File: src/rtl/db_pkg.sv
// Shared types and width helpers for the ping-pong double-buffer read scheduler.
package db_pkg;

  typedef enum logic {
    BANK_EMPTY = 1'b0,
    BANK_FULL  = 1'b1
  } bank_state_t;

  localparam int NUM_BANKS = 2;

  function automatic int addr_width(input int depth);
    return (depth > 1) ? $clog2(depth) : 1;
  endfunction

  function automatic int cnt_width(input int depth);
    return $clog2(depth + 1);
  endfunction

endpackage

File: src/rtl/db_read_scheduler.sv
// Ping-pong bank ownership and read sequencing for the deaggregator; rd_en is combinational from sender_deq,
// memory data is valid one cycle later; sender_deq is ignored while sender_empty_n is low.
module db_read_scheduler
  import db_pkg::*;
#(
  parameter int  BANK_DEPTH = 16,
  localparam int ADDR_WIDTH = addr_width(BANK_DEPTH),
  localparam int CNT_WIDTH  = cnt_width(BANK_DEPTH)
) (
  input  logic                  clk,
  input  logic                  rst_n,
  input  logic                  clr,
  output logic                  wr_bank_sel,
  output logic                  wr_ready,
  input  logic                  wr_bank_done,
  input  logic [CNT_WIDTH-1:0]  wr_word_count,
  output logic                  sender_empty_n,
  input  logic                  sender_deq,
  output logic                  rd_en,
  output logic                  rd_bank,
  output logic [ADDR_WIDTH-1:0] rd_addr,
  output logic                  rd_data_valid,
  output logic                  bank_released,
  output logic                  err
);

  bank_state_t           state [NUM_BANKS];
  logic [CNT_WIDTH-1:0]  cnt   [NUM_BANKS];
  logic                  wr_sel_r;
  logic                  rd_sel_r;
  logic [ADDR_WIDTH-1:0] addr_r;

  logic count_ok;
  logic write_accept;
  logic write_illegal;
  logic last_word;

  assign wr_bank_sel    = wr_sel_r;
  assign wr_ready       = (state[wr_sel_r] == BANK_EMPTY);
  assign sender_empty_n = (state[rd_sel_r] == BANK_FULL);
  assign rd_en          = sender_deq && sender_empty_n;
  assign rd_bank        = rd_sel_r;
  assign rd_addr        = addr_r;

  assign count_ok      = (wr_word_count != '0) && (wr_word_count <= CNT_WIDTH'(BANK_DEPTH));
  assign write_accept  = wr_bank_done && wr_ready && count_ok;
  assign write_illegal = wr_bank_done && !(wr_ready && count_ok);
  assign last_word     = ((CNT_WIDTH'(addr_r) + CNT_WIDTH'(1)) == cnt[rd_sel_r]);

  // Writer only ever owns an EMPTY bank and the reader a FULL one, so the
  // write and the release below never touch the same bank on one edge.
  always_ff @(posedge clk or negedge rst_n) begin
    if (!rst_n) begin
      for (int b = 0; b < NUM_BANKS; b++) begin
        state[b] <= BANK_EMPTY;
        cnt[b]   <= '0;
      end
      wr_sel_r      <= 1'b0;
      rd_sel_r      <= 1'b0;
      addr_r        <= '0;
      rd_data_valid <= 1'b0;
      bank_released <= 1'b0;
      err           <= 1'b0;
    end else if (clr) begin
      for (int b = 0; b < NUM_BANKS; b++) begin
        state[b] <= BANK_EMPTY;
        cnt[b]   <= '0;
      end
      wr_sel_r      <= 1'b0;
      rd_sel_r      <= 1'b0;
      addr_r        <= '0;
      rd_data_valid <= 1'b0;
      bank_released <= 1'b0;
      err           <= 1'b0;
    end else begin
      rd_data_valid <= rd_en;
      bank_released <= rd_en && last_word;
      if (write_illegal) begin
        err <= 1'b1;
      end
      if (write_accept) begin
        state[wr_sel_r] <= BANK_FULL;
        cnt[wr_sel_r]   <= wr_word_count;
        wr_sel_r        <= ~wr_sel_r;
      end
      if (rd_en) begin
        if (last_word) begin
          addr_r          <= '0;
          state[rd_sel_r] <= BANK_EMPTY;
          rd_sel_r        <= ~rd_sel_r;
        end else begin
          addr_r <= addr_r + ADDR_WIDTH'(1);
        end
      end
    end
  end

endmodule

File: config.mk
export PLATFORM = sky130hd
export DESIGN_NAME = db_read_scheduler
export DESIGN_NICKNAME = d
export VERILOG_FILES = /design/src/rtl/db_pkg.sv /design/src/rtl/db_read_scheduler.sv
export SDC_FILE = /design/constraint.sdc
export NUM_CORES = 1
export LEC_CHECK = 0
export BUFFER_PORTS_ARGS = -buffer_cell sky130_fd_sc_hd__buf_2
export CAP_MARGIN = 25
export CORE_UTILIZATION = 50
export CTS_CLUSTER_SIZE = 25
export DETAILED_ROUTE_END_ITERATION = 10
export PLACE_DENSITY_LB_ADDON = 0.08
export SLEW_MARGIN = 40
export SYNTH_ARGS = -nofsm -noshare
export SYNTH_HDL_FRONTEND = slang
export SYNTH_SLANG_ARGS = --single-unit
File: constraint.sdc
create_clock -name clk -period 2.6 [get_ports clk]
set_input_delay 0.39 -clock clk [delete_from_list [all_inputs] [get_ports clk]]
set_output_delay 0.39 -clock clk [all_outputs]
set_load 0.05 [all_outputs]
* Word-level counts from Yosys, hierarchy flattened *
Index checks and enable logic that the tools add are counted.
Widths: inputs -> output; s select.

cells by class
  add/sub/neg operators = 2
  shift-type cells = 0
  eq/ne operators = 1
  bitwise gates (word level) = 8
  reduce and logical (&&, ||, !) cells = 16
  $lt $le $gt $ge = 5
  multiplexer cells = 35
  multipliers = 0
  divide/modulo/power cells = 0

operators with widths
  operator             count
  $mux 10              2
  $mux 5               4
  $mux 1               17
  $mux 4               3
  $bwmux 10            1
  $mux 2               5
  $logic_and 1x1->1    9
  $reduce_bool 2->1    4
  $add 4x1->5 const B  1
  $demux 5 s1          1
  $eq 5x5->1           1
  $le 5x5->1 const B   1
  $reduce_bool 5->1    1
  $add 4x1->4 const B  1
  $ge 2x2->1 const B   2
  $lt 2x1->1 const B   2
  $not 1->2            2
  $not 1->1            3
  $and 2x2->2          1
  $demux 1 s1          2
  $not 2->2            1
  $or 2x2->2           1
  $reduce_and 2->1     1
  $logic_not 1->1      1

word-level totals
  word-level logic and storage cells = 77
  bits in latches = 0
  bits in read-only memories = 0
  memories kept = 0
  bits in writable memories = 0
  flip-flop bits (word level) = 21
  input bits = 10
  output and inout bits = 12

* Longest topological paths before layout *
Gate-level depths: netlist (run 1).

  depth after elaboration = 13
  mapped depth = 7

* Least setup slack after synthesis (run 1) *
No wires, ideal clock.

  path type = register -> register
  start = register wr_sel_r, in the netlist wr_bank_sel
  end = register err
  buffers on the path = 1
  setup time = 0.132 ns
  arrival time = 2.114 ns
  setup slack = 0.354 ns
  stages on the path, launching flop included = 6
  period minus slack after synthesis = 2.246 ns
  required time = 2.468 ns
  cells stage by stage = dfrtp_1 clkbuf_1 mux2i_1 nand2_1 a21oi_1 nor2_1

between the ends
  word-level cells in the longest chain between the ends = 9

RTL lines
  element                                     RTL line                 source
  from (decl)                                 db_read_scheduler.sv:29  logic wr_sel_r;
  from (signal assigned)                      db_read_scheduler.sv:84  wr_sel_r <= ~wr_sel_r;
  $not 1->2 (implied by the code)             db_read_scheduler.sv:39  assign wr_ready = (state[wr_sel_r] == BANK_EMPTY);
  $mux 1 (implied by the code) (3 in series)  db_read_scheduler.sv:39
  $not 1->1                                   db_read_scheduler.sv:39
  named net wr_ready                          db_read_scheduler.sv:14  output logic wr_ready,
  $logic_and 1x1->1                           db_read_scheduler.sv:47  assign write_illegal = wr_bank_done && !(wr_ready && count_ok);
  $logic_not 1->1                             db_read_scheduler.sv:47
  $logic_and 1x1->1                           db_read_scheduler.sv:47
  $reduce_bool 2->1 (no line)                 --
  to (signal assigned)                        db_read_scheduler.sv:63  err <= 1'b0;
  to (signal assigned)                        db_read_scheduler.sv:74  err <= 1'b0;
  to (signal assigned)                        db_read_scheduler.sv:79  err <= 1'b1;
  to (decl)                                   db_read_scheduler.sv:24  output logic err

The timed path passes the listed nets, and every way through them passes these cells. The select of a mux whose other input is x is not followed.
A chain may end at the register's enable or synchronous reset.

* Final worst setup path (run 1) *
  start = register rd_sel_r, in the netlist rd_bank
  end = output rd_en

between the ends
  word-level cells in the longest chain between the ends = 5

RTL lines
  element                                     RTL line                 source
  from (decl)                                 db_read_scheduler.sv:30  logic rd_sel_r;
  from (signal assigned)                      db_read_scheduler.sv:90  rd_sel_r <= ~rd_sel_r;
  $not 1->2 (implied by the code)             db_read_scheduler.sv:40  assign sender_empty_n = (state[rd_sel_r] == BANK_FULL);
  $mux 1 (implied by the code) (3 in series)  db_read_scheduler.sv:40
  $logic_and 1x1->1                           db_read_scheduler.sv:41  assign rd_en = sender_deq && sender_empty_n;
  to (decl)                                   db_read_scheduler.sv:19  output logic rd_en,

Every way passes these cells. The select of a mux whose other input is x is not followed.

==> impl_metrics.json, run 1 <==
{
  "status": "finished, final reports clean",
  "tns_ns": 0,
  "grt_max_degree": 22,
  "drive_above_1_share_pct": 22.0,
  "hp-class": "in2async",
  "cts_setup_buffers": 0,
  "grt_remaining_overflow": 0,
  "finalSetupViolCount": 0,
  "cts_root_buffer": "clkbuf_4",
  "worst_pin_slew_ns": 0.446,
  "final_nets": 135,
  "yosys.area.top_type": "dfrtp_1",
  "clkSinkCount": 21,
  "die_height_um": 48.6,
  "fillCellCount": 189,
  "dpl_cell_area_um2": 1190,
  "maxCapViolCount": 0,
  "core_um2": 2000,
  "postSynthCellCount": 103,
  "crit_type": "reg2out",
  "synth.distinct_cells": 28,
  "ios": 22,
  "post-route-period-util_pct": 90.9,
  "totalWireLength_um": 2040,
  "die_x_um": 48.6,
  "path_max_fanout": 12,
  "p_leak_uw": 0.000644,
  "global_route.usage.met2_pct": 28.6,
  "syn_avg_cell_area_um2": 10.5,
  "min_period_ns": 2.36,
  "dieArea_um2": 2360,
  "postCtsHoldBufs": 0,
  "rsz0062_at_grt": "no",
  "dr_total_vias": 813,
  "crit_buf_inv": 2,
  "cp.arrival_ns": 1.97,
  "firstDrtPassIters": 4,
  "viasPerCell": 5.42,
  "grtUsageMet1_pct": 29.8,
  "placementRows": 16,
  "ys_async_sr_fraction_pct": 100,
  "cts_tree": "yes",
  "fmax_ghz": 0.423,
  "slew_headroom_pct": 70.0,
  "cts_buffer_depth": 2,
  "critical_path_required_ns": 2.21,
  "start_util_pct": 54.1,
  "drtAntennaViolNets": 0,
  "ys_dominant_reg_cell": "dfrtp_1",
  "yosysWarningCount": 0,
  "grt_pass1_wl_um": 3540,
  "power.density_nw_per_um2": 506,
  "grt_usage_pct": 19.6,
  "final_area_um2": 1220,
  "syn_area_um2": 1080,
  "grt_antenna_before_repair": 0,
  "finalMaxSlewViolations": 0,
  "hold_viol_final": 0,
  "routabilityCongestion": 0.754,
  "multi_input_area_um2": 519,
  "detail_route.wl_per_cell_um": 13.6,
  "place_hpwl_um": 1490,
  "cp_cell_sequence": "mux2_2, nand2_1, inv_1, buf_2",
  "end_kind": "output pin",
  "netlist.area_leader.share_pct": 48.5,
  "syn-num-nets": 114,
  "diodes": 0,
  "ir_worst_vdd_mv": 0.301,
  "drt_iter0_markers": 21,
  "clk_pin_slew_ns": 0.11,
  "grt_pass1_vias": 735,
  "ys_ff_latch": 21,
  "htreeDepth": 1,
  "busiest_layer": "met1",
  "post_cts_resized": 0,
  "route.detailed.drc": 0,
  "area_growth_pct": 12.7,
  "fin_skew_ns": 0.00109,
  "synth-edff-count": 0,
  "max_stage_delay_ns": 0.63,
  "regArea_um2": 526,
  "crit_slowest_cell": "dfrtp_1",
  "yosysSeqAreaShare_pct": 48.5,
  "netlist_top_cells_area": "dfrtp_1 48%, mux2i_1 15%, xnor2_1 6.5%",
  "cts_made_buffers": 3,
  "port_buffers": 21,
  "start_kind": "flop",
  "cpLargestDelayFamily": "flip-flops",
  "grt_use_met3_pct": 3.14,
  "clock_latency_ns": 0.29
}
-- cell families after synthesis --
logic type      share of synthesized area (%)
mux                                      15.8
compound gates                           8.43
xor+xnor                                 6.47
fa+ha+maj                                1.15
flops                                    48.5
simple gates                             16.1
buf+inv                                  3.58
-- Yosys cell counts, types with 2 or more instances --
cell type  count
o21ai_0        2
nor2_1        15
xnor2_1        8
o31ai_1        3
nand3_1        6
clkbuf_1       3
nor4_1         2
inv_1          3
mux2i_1       16
a21oi_1        5
nand2_1        3
dfrtp_1       21
-- power by group --
part,internal (uW),leakage (uW),switching [uW]
Clock,59.7,0.0000150,95.7
Sequential,338,0.000289,10.9
Combinational,35.2,0.000340,78.3
-- path summary, 6_finish.rpt --
kind | cells past startpoint | slack, ns | to | from
max | 4 | 0.24 | rd_en | rd_bank
min | 1 | 0.02 | cnt[4] | rst_n
max reg2reg | 5 | 0.58 | state[1] | rd_bank
min reg2reg | 2 | 0.51 | err | err
max in group asynchronous | 1 | 2.27 | cnt[5] | rst_n
min in group clk | 3 | 0.36 | cnt[0] | wr_word_count[0]
-- state kept, by name (all words and copies together), names as in the netlist --
register	count
bank_released	1
state	2
rd_addr	4
cnt	10
rd_data_valid	1
err	1
rd_bank	1
wr_bank_sel	1
-- metrics by stage --
stage | utilization (%) | std cells | worst slack, ns | hold slack [ns] | power (uW)
3_3_place_gp | 59.7 | 146 | 0.590 | 0.367 | 469
5_1_grt | 61.0 | 150 | 0.0977 | 0.0517 | 649
3_5_place_dp | 59.7 | 146 | 0.584 | 0.366 | 469
2_1_floorplan | - | 103 | 0.354 | 0.0944 | 435
6_report | 61.0 | 150 | 0.237 | 0.0211 | 618
4_1_cts | 61.0 | 150 | 0.229 | 0.0249 | 625
-- cells in the final DEF (no fill, tap or decap), drive strengths merged, types with 2 or more instances in the layout --
cell type | Yosys | routed
mux2i | 16 | 16
nor4 | 2 | 2
xnor2 | 8 | 8
nand2 | 3 | 3
nor2 | 15 | 15
dfrtp | 21 | 21
o21ai | 2 | 2
buf | 2 | 21
a21oi | 5 | 5
inv | 3 | 3
clkbuf | 3 | 4
nand3 | 7 | 7
o31ai | 3 | 3
-- area by class of cell --
cell class	instances	area share, %
clock buffers	4	2.15
inverters	3	0.922
multi-input cells	74	42.5
flip-flops and latches	21	43.0
well taps	27	2.77
repair buffers	21	8.61
-- metal layers --
| metal | vias up | part of all wire, % |
|---|---|---|
| met5 | - | 0 |
| met4 | 0 | 0.69 |
| met3 | 2 | 3.6 |
| met2 | 16 | 46 |
| met1 | 386 | 50 |
| li1 | 409 | - |
Power figures use the tool's default switching activity.
==> run 2: changes to the inputs <==
==> constraint.sdc (replaced) <==
create_clock -name clk -period 3 [get_ports clk]
set_input_delay 0.45 -clock clk [delete_from_list [all_inputs] [get_ports clk]]
set_output_delay 0.45 -clock clk [all_outputs]
set_load 0.05 [all_outputs]
==> run 2 against run 1 <==
Against the previous run:
- clock power fell by 6%
- die area did not move
- largest power group unchanged
- sequential share of layout area shrank 0.13 points
- non-clock buffer count unchanged
- highest routed layer unchanged
==> impl_metrics.json, run 2 (synthesized netlist as in run 1, its figures left out) <==
{
  "status": "finished, final reports clean",
  "power.density_nw_per_um2": 447,
  "dpl_cell_area_um2": 1190,
  "hp-class": "in2async",
  "route.detailed.drc": 0,
  "diodes": 0,
  "cpLargestDelayFamily": "flip-flops",
  "largest-register": "cnt",
  "p_leak_uw": 0.000643,
  "routabilityCongestion": 0.762,
  "grt_pass1_wl_um": 3750,
  "start_kind": "flop",
  "start_util_pct": 54.1,
  "cts_buffer_depth": 2,
  "path_max_fanout": 12,
  "drt_iter0_markers": 20,
  "ir_worst_vdd_mv": 0.299,
  "cts_root_buffer": "clkbuf_4",
  "grt_remaining_overflow": 0,
  "r2r-start": "rd_addr[0]",
  "firstDrtPassIters": 4,
  "port_buffers": 21,
  "postCtsHoldBufs": 0,
  "worst_pin_slew_ns": 0.509,
  "post_cts_resized": 0,
  "post-route-period-util_pct": 81.3,
  "cts_tree": "yes",
  "grt_max_degree": 22,
  "die_height_um": 48.6,
  "cts_made_buffers": 3,
  "clock_latency_ns": 0.32,
  "final_area_um2": 1220,
  "ios": 22,
  "dieArea_um2": 2360,
  "finalSetupViolCount": 0,
  "multi_input_area_um2": 519,
  "core_um2": 2000,
  "fillCellCount": 185,
  "tns_ns": 0,
  "grt_pass1_vias": 787,
  "hold_viol_final": 0,
  "finalMaxSlewViolations": 0,
  "fin_skew_ns": 0.0118,
  "grt_antenna_before_repair": 0,
  "maxCapViolCount": 0,
  "max_stage_delay_ns": 0.63,
  "final_util_pct": 61.2,
  "htreeDepth": 1,
  "drive_above_1_share_pct": 22.8,
  "place_hpwl_um": 1570,
  "area_growth_pct": 13.0,
  "critical_path_required_ns": 2.55,
  "clkSinkCount": 21,
  "fmax_ghz": 0.410,
  "slew_headroom_pct": 65.8,
  "grt_usage_pct": 21.4,
  "crit_type": "reg2out",
  "clk_pin_slew_ns": 0.13,
  "regArea_um2": 526,
  "totalWireLength_um": 2210,
  "r2r_slack_ns": 0.96,
  "min_period_ns": 2.44,
  "die_x_um": 48.6,
  "dr_total_vias": 839,
  "rr_worst_depth": 6,
  "cts_setup_buffers": 0,
  "largest_reg_flops": 10,
  "crit_buf_inv": 2,
  "final_nets": 135,
  "placementRows": 16,
  "cp_cell_sequence": "mux2_2, nand2_1, inv_1, buf_2",
  "drtAntennaViolNets": 0,
  "layout_common_cells": "21 x dfrtp_1, 21 x buf_2, 16 x mux2i_1",
  "rsz0062_at_grt": "no",
  "detail_route.wl_per_cell_um": 14.8,
  "r2r-end": "state[1]",
  "end_kind": "output pin",
  "startpoint": "rd_bank",
  "crit_slowest_cell": "dfrtp_1",
  "total_power_uw": 548,
  "viasPerCell": 5.59,
  "cp.arrival_ns": 1.99
}
-- run 2: cell count changes in the layout (fill, tap and decap cells not counted) --
cell | before | now
clkinvlp_4 | 0 | 1
clkbuf_1 | 1 | 0
-- run 2: area by class of cell --
cell class,instances,area share [%]
flip-flops and latches,21,42.9
inverters,3,0.919
clock buffers,3,1.84
clock inverters,1,0.613
repair buffers,21,8.58
well taps,27,2.76
multi-input cells,74,42.4
-- run 2: worst max-delay path by stage --
stage	to	depth (start not counted)	slack, ns
global placement	rd_en	4	0.90
finish	rd_en	4	0.56
detailed placement	rd_en	4	0.92
floorplan	rd_en	5	0.72
CTS	rd_en	4	0.56
global route	rd_en	4	0.43
-- run 2: metrics by stage --
stage,worst slack [ns],cells,hold slack (ns)
floorplan,0.717,103,0.154
finish,0.560,150,0.0584
detailed placement,0.922,146,0.436
global route,0.427,150,0.0787
global placement,0.904,146,0.426
CTS,0.559,150,0.0804
-- run 2: routing by layer --
layer | track usage [%] | up-vias | routed length [um] | part of all wire, %
met5 | 0 | - | 0 | 0
met2 | 33.6 | 21 | 1010 | 46
met4 | 10.3 | 0 | 45 | 2.0
met1 | 29.3 | 409 | 1070 | 48
met3 | 3.14 | 5 | 89 | 4.0
li1 | - | 404 | - | -
-- run 2: where the power goes --
group          total, uW  switching [uW]  internal [uW]
Combinational       98.7            68.1           30.5
Sequential           303            10.1            293
Clock                146            95.1           51.0
Total                548             173            375
==> run 3: changes to the inputs <==
--- a/config.mk
+++ b/config.mk
@@ -5,6 +5,7 @@
 export SDC_FILE = /design/constraint.sdc
 export NUM_CORES = 1
 export LEC_CHECK = 0
+export ABC_AREA = 1
 export BUFFER_PORTS_ARGS = -buffer_cell sky130_fd_sc_hd__buf_2
 export CAP_MARGIN = 25
 export CORE_UTILIZATION = 50
==> constraint.sdc (replaced) <==
create_clock -name clk -period 2.5 [get_ports clk]
set_input_delay 0.375 -clock clk [delete_from_list [all_inputs] [get_ports clk]]
set_output_delay 0.375 -clock clk [all_outputs]
set_load 0.05 [all_outputs]
==> run 3 against run 2 <==
Against the previous run:
- clock-buffer cell count rose by 1
- wire length rose by 20%
- cell count rose by 46%
- critical path depth did not move
- power rose by 30%
- via count rose by 32%
==> impl_metrics.json, run 3 <==
{
  "diodes": 0,
  "crit_buf_inv": 1,
  "synth.distinct_cells": 24,
  "end_kind": "output pin",
  "cts_made_buffers": 3,
  "routabilityCongestion": 0.826,
  "hold_viol_final": 0,
  "cts_setup_buffers": 0,
  "drt_iter0_markers": 29,
  "htreeDepth": 1,
  "hp-class": "in2async",
  "grt_remaining_overflow": 0,
  "synth_commonest_cells": "53 x nand2_1, 25 x inv_1, 21 x dfrtp_1, 13 x nand3_1, 9 x nand2_2",
  "min_period_ns": 1.95,
  "dr_total_vias": 1111,
  "cp_cell_sequence": "nand2_1, o21ai_2, nor2_4, buf_2",
  "syn_avg_cell_area_um2": 7.51,
  "cts_root_buffer": "clkbuf_4",
  "power.density_nw_per_um2": 504,
  "rsz0062_at_grt": "no",
  "maxCapViolCount": 0,
  "die_x_um": 52.2,
  "grt_pass1_wl_um": 4490,
  "yosys.area.top_type": "dfrtp_1",
  "ys_dominant_reg_cell": "dfrtp_1",
  "crit_slowest_cell": "dfrtp_1",
  "grtUsageMet1_pct": 30.8,
  "cp.arrival_ns": 1.58,
  "clock_latency_ns": 0.31,
  "synth_most_common_cell": "nand2_1",
  "largest-register": "cnt",
  "tns_ns": 0,
  "finalSetupViolCount": 0,
  "dieArea_um2": 2730,
  "viasPerCell": 5.07,
  "cpLargestDelayFamily": "flip-flops",
  "cts_buffer_depth": 2,
  "placementRows": 17,
  "critical_path_required_ns": 2.12,
  "netlist_top_cells_area": "dfrtp_1 42%, nand2_1 16%, inv_1 7.4%",
  "grt_max_degree": 22,
  "postCtsHoldBufs": 0,
  "place_hpwl_um": 2070,
  "core_um2": 2300,
  "grt_pass1_vias": 1022,
  "finalMaxSlewViolations": 0,
  "p_leak_uw": 0.000780,
  "grt_antenna_before_repair": 0,
  "syn_area_um2": 1260,
  "start_util_pct": 54.9,
  "ios": 22,
  "drtAntennaViolNets": 0,
  "clk_pin_slew_ns": 0.12,
  "global_route.usage.met2_pct": 37.0,
  "synth-edff-count": 0,
  "post-route-period-util_pct": 78.2,
  "worst_pin_slew_ns": 0.485,
  "busiest_layer": "met2",
  "status": "finished, final reports clean",
  "crit_type": "reg2out",
  "firstDrtPassIters": 4,
  "layout_common_cells": "53 x nand2_1, 25 x inv_1, 21 x dfrtp_1, 21 x buf_2, 13 x nand3_1",
  "grt_use_met3_pct": 4.35,
  "cts_tree": "yes",
  "clkSinkCount": 21,
  "fin_skew_ns": 0.00844,
  "yosysWarningCount": 0,
  "rr_worst_depth": 9,
  "max_stage_delay_ns": 0.57,
  "start_kind": "flop",
  "path_max_fanout": 14,
  "port_buffers": 21,
  "post_cts_resized": 0,
  "yosysSeqAreaShare_pct": 41.7,
  "netlist.area_leader.share_pct": 41.7,
  "detail_route.wl_per_cell_um": 12.1,
  "route.detailed.drc": 0,
  "path_depth": 4,
  "slew_headroom_pct": 67.6,
  "area_growth_pct": 12.0,
  "drive_above_1_share_pct": 27.2,
  "ys_async_sr_fraction_pct": 100,
  "final_common_cell": "nand2_1",
  "die_height_um": 52.2,
  "totalWireLength_um": 2660,
  "largest_reg_flops": 10,
  "ys_ff_latch": 21,
  "ir_worst_vdd_mv": 0.340,
  "postSynthCellCount": 168,
  "total_power_uw": 713,
  "fmax_ghz": 0.512,
  "grt_usage_pct": 22.9,
  "syn-num-nets": 179,
  "final_nets": 203
}
==> run 3: cell types whose count changed after synthesis, moves of 5 or more <==
cell	before	now
nand2_1	3	53
o21ai_1	0	5
inv_1	3	25
nand3_1	6	13
mux2i_1	16	0
nor2_1	15	8
nand2_2	0	9
inv_2	0	5
xnor2_1	8	0
==> run 3: cell families after synthesis <==
| logic type | Yosys count | share of synthesized area [%] |
|---|---|---|
| compound gates | 17 | 8.63 |
| fa+ha+maj | 1 | 0.992 |
| buf+inv | 33 | 10.4 |
| flops | 21 | 41.7 |
| simple gates | 96 | 38.3 |
==> run 3: layout make-up <==
cell class / instances / area (um^2)
sequential: 21 / 526
multi-input combinational: 114 / 604
fill: 221 / 885
tap: 28 / 35.0
inverter: 31 / 116
timing repair buffer: 21 / 105
clock buffer: 4 / 26.3
==> run 3: final timing paths <==
check	startpoint	end	slack [ns]
max	rd_bank	rd_en	0.55
min	rst_n	cnt[2]	0.003
max reg2reg	rd_bank	state[0]	0.84
min reg2reg	cnt[0]	cnt[0]	0.50
max in group asynchronous	rst_n	bank_released	2.17
min in group clk	wr_word_count[3]	cnt[8]	0.32
==> run 3: per-stage QoR <==
step                      hold slack (ns)  cell area (um^2)  util (%)  setup WS (ns)  cells
after global placement              0.360              1390      60.3          0.914    215
after global routing               0.0328              1410      61.5          0.449    219
after floorplan                    0.0794              1260         -          0.737    168
after detailed placement            0.365              1390      60.3          0.879    215
final                             0.00281              1410      61.5          0.546    219
after CTS                          0.0228              1410      61.5          0.550    219
==> run 3: report_power, final <==
part / internal (uW) / switching [uW]
Combinational: 49.7 / 127
Clock: 62.2 / 103
Sequential: 354 / 15.4
Total: 466 / 246
==> run 3: metal layers <==
| layer | vias to the layer above | wire [um] |
|---|---|---|
| li1 | 574 | - |
| met2 | 18 | 1230 |
| met3 | 2 | 79 |
| met1 | 517 | 1330 |
| met4 | 0 | 26 |
| met5 | - | 0 |
